`src/rtl/bus_sequencer_if.sv`:
```
// Core load/store port and 8-bit external bus of the bus sequencer, bundled as one interface.
// The slave modport is the sequencer; the master modport is the core plus external bus device.
interface bus_sequencer_if #(
  parameter int BUS_ADDRESS_WIDTH = 8
);
  logic                         request;
  logic                         write_enable;
  logic [2:0]                   size;
  logic [BUS_ADDRESS_WIDTH-1:0] address;
  logic [31:0]                  write_data;
  logic [31:0]                  read_data;
  logic                         done;
  logic                         busy;
  logic [BUS_ADDRESS_WIDTH-1:0] bus_address;
  logic                         bus_write_enable;
  logic [7:0]                   bus_write_data;
  logic [7:0]                   bus_read_data;
  logic [7:0]                   bus_output_enable;

  modport slave (
    input  request, write_enable, size, address, write_data, bus_read_data,
    output read_data, done, busy, bus_address, bus_write_enable, bus_write_data,
           bus_output_enable
  );

  modport master (
    output request, write_enable, size, address, write_data, bus_read_data,
    input  read_data, done, busy, bus_address, bus_write_enable, bus_write_data,
           bus_output_enable
  );
endinterface

```
`src/rtl/bus_sequencer.sv`:
```
// Splits 32-bit core loads/stores into little-endian byte transfers on an 8-bit bus,
// with WAIT_STATES extra cycles per byte and sign/zero extension of load results.
module bus_sequencer #(
  parameter int BUS_ADDRESS_WIDTH = 8,
  parameter int WAIT_STATES       = 0
) (
  input logic             clock,
  input logic             reset_n,
  bus_sequencer_if.slave  bif
);
  localparam int AW = BUS_ADDRESS_WIDTH;
  localparam logic [3:0] WS = 4'(WAIT_STATES);

  typedef enum logic [1:0] {IDLE, ACCESS, DONE} state_t;

  state_t        state_q;
  logic [1:0]    j_q, last_q;
  logic [3:0]    wait_q;
  logic          we_q;
  logic [2:0]    size_q;
  logic [AW-1:0] addr_q;
  logic [31:0]   wdata_q, rbuf_q;
  logic [31:0]   read_data_q;
  logic          done_q;
  logic [AW-1:0] bus_addr_q;
  logic          bus_we_q;
  logic [7:0]    bus_wdata_q;

  logic          start_d, phase_end_d;
  logic [1:0]    j_next_d;
  logic [31:0]   rd_word_d;

  function automatic logic [31:0] put_byte(input logic [31:0] w, input logic [1:0] idx,
                                           input logic [7:0] b);
    logic [31:0] r;
    r = w;
    r[{idx, 3'b000} +: 8] = b;
    return r;
  endfunction

  function automatic logic [31:0] extend(input logic [31:0] w, input logic [2:0] sz);
    case (sz[1:0])
      2'd0:    extend = {{24{~sz[2] & w[7]}}, w[7:0]};
      2'd1:    extend = {{16{~sz[2] & w[15]}}, w[15:0]};
      default: extend = w;
    endcase
  endfunction

  function automatic logic [1:0] last_index(input logic [1:0] sz);
    case (sz)
      2'd0:    last_index = 2'd0;
      2'd1:    last_index = 2'd1;
      default: last_index = 2'd3;
    endcase
  endfunction

  // The byte arriving on the final edge of a phase is merged in combinationally so the
  // extended result can be registered on the same edge that enters DONE.
  always_comb begin
    start_d     = (state_q == IDLE) && bif.request;
    phase_end_d = (state_q == ACCESS) && (wait_q == 4'd0);
    j_next_d    = j_q + 2'd1;
    rd_word_d   = put_byte(rbuf_q, j_q, bif.bus_read_data);
  end

  always_ff @(posedge clock or negedge reset_n) begin
    if (!reset_n) begin
      state_q     <= IDLE;
      j_q         <= 2'd0;
      last_q      <= 2'd0;
      wait_q      <= 4'd0;
      we_q        <= 1'b0;
      size_q      <= 3'd0;
      read_data_q <= 32'd0;
      done_q      <= 1'b0;
      bus_addr_q  <= '0;
      bus_we_q    <= 1'b0;
      bus_wdata_q <= 8'd0;
    end else begin
      case (state_q)
        IDLE: begin
          done_q <= 1'b0;
          if (bif.request) begin
            state_q     <= ACCESS;
            we_q        <= bif.write_enable;
            size_q      <= bif.size;
            last_q      <= last_index(bif.size[1:0]);
            j_q         <= 2'd0;
            wait_q      <= WS;
            bus_addr_q  <= bif.address;
            bus_we_q    <= bif.write_enable;
            bus_wdata_q <= bif.write_data[7:0];
          end
        end
        ACCESS: begin
          if (wait_q != 4'd0) begin
            wait_q <= wait_q - 4'd1;
          end else if (j_q == last_q) begin
            state_q  <= DONE;
            done_q   <= 1'b1;
            bus_we_q <= 1'b0;
            if (!we_q) read_data_q <= extend(rd_word_d, size_q);
          end else begin
            j_q         <= j_next_d;
            wait_q      <= WS;
            bus_addr_q  <= addr_q + AW'(j_next_d);
            bus_wdata_q <= wdata_q[{j_next_d, 3'b000} +: 8];
          end
        end
        DONE: begin
          done_q  <= 1'b0;
          state_q <= IDLE;
        end
        default: state_q <= IDLE;
      endcase
    end
  end

  // Latched request data and the load assembly buffer need no reset.
  always_ff @(posedge clock) begin
    if (start_d) begin
      addr_q  <= bif.address;
      wdata_q <= bif.write_data;
    end
    if (phase_end_d && !we_q) rbuf_q <= rd_word_d;
  end

  assign bif.read_data         = read_data_q;
  assign bif.done              = done_q;
  assign bif.busy              = (state_q != IDLE);
  assign bif.bus_address       = bus_addr_q;
  assign bif.bus_write_enable  = bus_we_q;
  assign bif.bus_write_data    = bus_wdata_q;
  assign bif.bus_output_enable = {8{bus_we_q}};
endmodule

```
`src/flat_wrapper.sv`:
```
// flat-port wrapper written by rule: the top's interface ports become plain ports
module bus_sequencer_flat 
#(
  parameter int BUS_ADDRESS_WIDTH = 8,
  parameter int WAIT_STATES       = 0
)
  (clock, reset_n, bif_request, bif_write_enable, bif_size, bif_address, bif_write_data, bif_bus_read_data, bif_read_data, bif_done, bif_busy, bif_bus_address, bif_bus_write_enable, bif_bus_write_data, bif_bus_output_enable);
  bus_sequencer_if #(.BUS_ADDRESS_WIDTH(BUS_ADDRESS_WIDTH)) bif_i ();
  input logic clock;
  input logic reset_n;
  input wire logic [$bits(bif_i.request)-1:0] bif_request;
  input wire logic [$bits(bif_i.write_enable)-1:0] bif_write_enable;
  input wire logic [$bits(bif_i.size)-1:0] bif_size;
  input wire logic [$bits(bif_i.address)-1:0] bif_address;
  input wire logic [$bits(bif_i.write_data)-1:0] bif_write_data;
  input wire logic [$bits(bif_i.bus_read_data)-1:0] bif_bus_read_data;
  output wire logic [$bits(bif_i.read_data)-1:0] bif_read_data;
  output wire logic [$bits(bif_i.done)-1:0] bif_done;
  output wire logic [$bits(bif_i.busy)-1:0] bif_busy;
  output wire logic [$bits(bif_i.bus_address)-1:0] bif_bus_address;
  output wire logic [$bits(bif_i.bus_write_enable)-1:0] bif_bus_write_enable;
  output wire logic [$bits(bif_i.bus_write_data)-1:0] bif_bus_write_data;
  output wire logic [$bits(bif_i.bus_output_enable)-1:0] bif_bus_output_enable;
  assign bif_i.request = bif_request;
  assign bif_i.write_enable = bif_write_enable;
  assign bif_i.size = bif_size;
  assign bif_i.address = bif_address;
  assign bif_i.write_data = bif_write_data;
  assign bif_i.bus_read_data = bif_bus_read_data;
  assign bif_read_data = bif_i.read_data;
  assign bif_done = bif_i.done;
  assign bif_busy = bif_i.busy;
  assign bif_bus_address = bif_i.bus_address;
  assign bif_bus_write_enable = bif_i.bus_write_enable;
  assign bif_bus_write_data = bif_i.bus_write_data;
  assign bif_bus_output_enable = bif_i.bus_output_enable;
  bus_sequencer #(.BUS_ADDRESS_WIDTH(BUS_ADDRESS_WIDTH), .WAIT_STATES(WAIT_STATES)) u_core (.clock(clock), .reset_n(reset_n), .bif(bif_i));
endmodule
```
`config.mk`:
```
export PLATFORM = sky130hd
export DESIGN_NAME = bus_sequencer_flat
export DESIGN_NICKNAME = d
export VERILOG_FILES = /design/src/rtl/bus_sequencer_if.sv /design/src/rtl/bus_sequencer.sv /design/src/flat_wrapper.sv
export SDC_FILE = /design/constraint.sdc
export NUM_CORES = 1
export LEC_CHECK = 0
export ABC_CLOCK_PERIOD_IN_PS = 4400
export BUFFER_PORTS_ARGS = -buffer_cell sky130_fd_sc_hd__buf_2
export CORE_MARGIN = 4
export CORE_UTILIZATION = 50
export CTS_CLUSTER_DIAMETER = 120
export DETAILED_ROUTE_END_ITERATION = 16
export PLACE_DENSITY = 0.79
export SLEW_MARGIN = 15
export SYNTH_ARGS = -nofsm -noshare
export SYNTH_HDL_FRONTEND = slang
export SYNTH_SLANG_ARGS = --single-unit
```
`constraint.sdc`:
```
create_clock -name clock -period 4.4 [get_ports clock]
set_clock_uncertainty 0.05 [all_clocks]
set_input_delay 0.44 -clock clock [delete_from_list [all_inputs] [get_ports clock]]
set_output_delay 0.44 -clock clock [all_outputs]
set_load 0.02 [all_outputs]
```
==> flow_metrics.tcl <==
set metrics [dict create \
    num_rows 39 \
    regToRegStartpoint "u_core.j_q[1]" \
    power_frac_clock_pct 24.9 \
    number_of_filler_instances_in_the_final_layout 915 \
    ctsHoldBuffers 0 \
    grt_setup_unrepaired "false" \
    clk_latency_ns 0.42 \
    diodes 0 \
    p_sw_mw 2.034 \
    gpl.final_weighted_congestion 0.7882 \
    die_height_um 117.6 \
    layout-drive-gt1-share_pct 32.43 \
    sum_of_negative_setup_slack_ns 0 \
    route.detailed.vias_per_inst 5.609 \
    number_of_synthesized_flops_with_an_enable_pin 72 \
    final_common_cell "sky130_fd_sc_hd__buf_2" \
    path_clk_slew_ns 0.06 \
    reg2regPathDepth 6 \
    detail_route.drc_violations 0 \
    synthArstFlopShare_pct 47.06 \
    syn_nets 533 \
    max_cap_violations 0 \
    place_area_um2 6623 \
    maxSlewHeadroom_pct 17.54 \
    global_route_total_overflow 0 \
    syn-instance-count 468 \
    period_needed_ns 2.969 \
    global_route_wire_length_before_repair_mm 21.76 \
    vdd_ir_drop_max_mv 0.3438 \
    initial_core_util_pct 51.89 \
    avgRoutedWirePerCell_um 18.30 \
    synthFlopType "sky130_fd_sc_hd__edfxtp_1" \
    grt_start_max_net_pins 51 \
    leakagePower_nw 3.057 \
    layout_worst_path_cycle_share_pct 67.48 \
    cts.root.buffer_cell "sky130_fd_sc_hd__clkbuf_16" \
    area_growth_syn_to_layout_pct 20.14 \
    layout.area.seq_um2 3764 \
    routed_wirelength_mm 13.40 \
    p_int_mw 3.569 \
    final_max_slew_viol_count 0 \
    critical_path_peak_fanout 16 \
    grt_antenna_before_repair 1 \
    multiInputGateArea_um2 1961 \
    cts_num_sinks 136 \
    r2r_setup_slack_ns 1.43 \
    ys.warnings.count 0 \
    vias 4106 \
    numCtsBuffers 17 \
    ys_types 54 \
    timing.critical_path.arrival_ns 3.17 \
    layout.cells.most_common_list "sky130_fd_sc_hd__buf_2 (113), sky130_fd_sc_hd__nand2_1 (77), sky130_fd_sc_hd__edfxtp_1 (72)" \
    power.sequential.fraction_pct 36.4 \
    dieWidth_um 117.6 \
    drt_iter0_markers 338 \
    status "complete, no violations" \
    numPortBuffers 113 \
    finalHoldViolCount 0 \
    setup.worst_path.class "reg -> reg" \
    all_layer_global_routing_usage_pct 19.85 \
    worst_r2r_endpoint "u_core.bif.read_data[31]" \
    syn_area_um2 6001 \
    power_density_nw_per_um2 777.3 \
    design_area_um2 7209 \
    synth_register_bits 136 \
    achievable-frequency_mhz 336.8 \
    number_of_detailed_routing_iterations_run_before_antenna_repair 5 \
    dp_hpwl_mm 9.385 \
    fin_nets 641 \
    swShare_pct 36.30 \
    antenna_left 0 \
    placeableCoreArea_um2 11560 \
    critical_path.endpoint_type "flop" \
    worst-slew-pin-transition_ns 1.220 \
    postCtsResizedCells 0 \
    pin_count 114 \
    htree_num_levels 4 \
    comb_pwr_share_pct 38.7 \
    cts_tree "done" \
    die_area_um2 13820 \
    critical_path.startpoint_type "flop" \
    setup_viol 0 \
    cts_max_path_buffers 2 \
    critical_path_required_ns 4.60 \
    first_global_vias 4293 \
    postSynthAreaPerCell_um2 12.82 \
    postCtsSetupRepairBufs 0 \
    min-delay-path-class "in -> async" \
    synth_seq_area_share_pct 62.72 \
]
-- power groups by stage --
stage / registers, mW / clock network, mW / logic, mW
floorplan: 2.28 / 0 / 1.36
global placement: 2.04 / 0 / 2.11
detailed placement: 2.06 / 0 / 2.17
CTS: 2.04 / 1.42 / 2.19
global route: 2.09 / 1.48 / 2.37
finish: 2.04 / 1.39 / 2.17
-- sequential cells by signal (all words and copies together), names as in the netlist, 3 cells and up --
signal,cells
u_core.bif.read_data,32
u_core.rbuf_q,32
u_core.wdata_q,32
u_core.addr_q,8
u_core.bif.bus_address,8
u_core.bif.bus_write_data,8
u_core.wait_q,4
u_core.size_q,3
-- Yosys cell counts (2+ instances only) --
cell | count | share of area [%]
sky130_fd_sc_hd__a2bb2oi_1 | 16 | 2.3
sky130_fd_sc_hd__mux4_2 | 8 | 3.0
sky130_fd_sc_hd__nor4bb_1 | 2 | 0.33
sky130_fd_sc_hd__nand3_1 | 8 | 0.67
sky130_fd_sc_hd__ha_1 | 9 | 1.9
sky130_fd_sc_hd__or2_2 | 3 | 0.31
sky130_fd_sc_hd__buf_2 | 8 | 0.67
sky130_fd_sc_hd__inv_1 | 31 | 1.9
sky130_fd_sc_hd__a22o_1 | 6 | 0.88
sky130_fd_sc_hd__a32o_1 | 2 | 0.33
sky130_fd_sc_hd__a31oi_1 | 4 | 0.42
sky130_fd_sc_hd__mux2_2 | 18 | 3.4
sky130_fd_sc_hd__mux2_4 | 7 | 1.8
sky130_fd_sc_hd__nor3_1 | 2 | 0.17
sky130_fd_sc_hd__a21oi_1 | 14 | 1.2
sky130_fd_sc_hd__nand2b_1 | 10 | 1.0
sky130_fd_sc_hd__edfxtp_1 | 72 | 36
sky130_fd_sc_hd__o21ai_0 | 29 | 2.4
sky130_fd_sc_hd__o22ai_1 | 2 | 0.21
sky130_fd_sc_hd__nor2_1 | 8 | 0.50
sky130_fd_sc_hd__a22oi_1 | 8 | 1.0
sky130_fd_sc_hd__nor3b_1 | 2 | 0.25
sky130_fd_sc_hd__xor2_1 | 3 | 0.44
sky130_fd_sc_hd__dfrtp_1 | 64 | 27
sky130_fd_sc_hd__o22a_1 | 8 | 1.2
sky130_fd_sc_hd__clkbuf_1 | 9 | 0.56
sky130_fd_sc_hd__buf_4 | 9 | 1.1
sky130_fd_sc_hd__nand2_1 | 77 | 4.8
sky130_fd_sc_hd__or3_1 | 4 | 0.42
-- how the worst max path moves through the flow --
stage	startpoint	to	slack, ns	cells past startpoint
2_1_floorplan	u_core.state_q[0]	u_core.addr_q[0]	1.80	3
3_3_place_gp	u_core.j_q[1]	u_core.bif.read_data[30]	1.67	6
3_5_place_dp	u_core.j_q[1]	u_core.bif.read_data[31]	1.42	6
4_1_cts	u_core.j_q[1]	u_core.bif.read_data[31]	1.42	6
5_1_grt	u_core.j_q[1]	u_core.bif.read_data[31]	1.20	6
6_report	u_core.j_q[1]	u_core.bif.read_data[31]	1.43	6
-- metal layers --
layer  vias to the layer above  share of wire [%]  global-route usage (%)
met5                         -              0.090                       0
met4                         2                1.9                   8.352
met3                        22                7.2                   6.728
met2                       164                 49                   32.12
met1                      2015                 42                   24.50
li1                       1903                  -                       -
-- final cells by class --
class	count	area share (%)
Clock inverter	14	2.187
Clock buffer	18	5.953
Sequential cell	136	52.20
Multi-Input combinational cell	272	27.20
Inverter	31	1.614
Timing Repair Buffer	118	8.365
Tap cell	143	2.482
-- through the flow --
stage	instances	setup WS (ns)	util, %	hold slack (ns)	total power, mW
CTS	732	1.417	62.34	0.1289	5.648
global route	732	1.201	62.34	0.1224	5.934
detailed placement	700	1.425	57.27	0.4376	4.234
floorplan	468	1.800	-	0.09441	3.634
finish	732	1.431	62.34	0.1223	5.604
global placement	700	1.670	57.27	0.4220	4.144
-- cell families after synthesis --
group,after synthesis,synth area share [%]
AO/OA/AOI/OAI,98,11.26
adder cells (fa/ha/maj),10,2.210
flip-flops,136,62.72
XOR/XNOR,4,0.5839
multiplexers,33,8.132
buffers and inverters,60,4.691
AND/OR/NAND/NOR,127,10.40
-- worst max-delay path, cell delays in order, from the launching register on --
cell and delay [ns]:
sky130_fd_sc_hd__dfrtp_1 0.40, sky130_fd_sc_hd__inv_1 0.11, sky130_fd_sc_hd__ha_1 0.73, sky130_fd_sc_hd__nand4bb_1 0.24
sky130_fd_sc_hd__a311oi_1 0.12, sky130_fd_sc_hd__a211oi_2 0.94, sky130_fd_sc_hd__a2bb2oi_1 0.20
(Power assumes the default switching activity.)
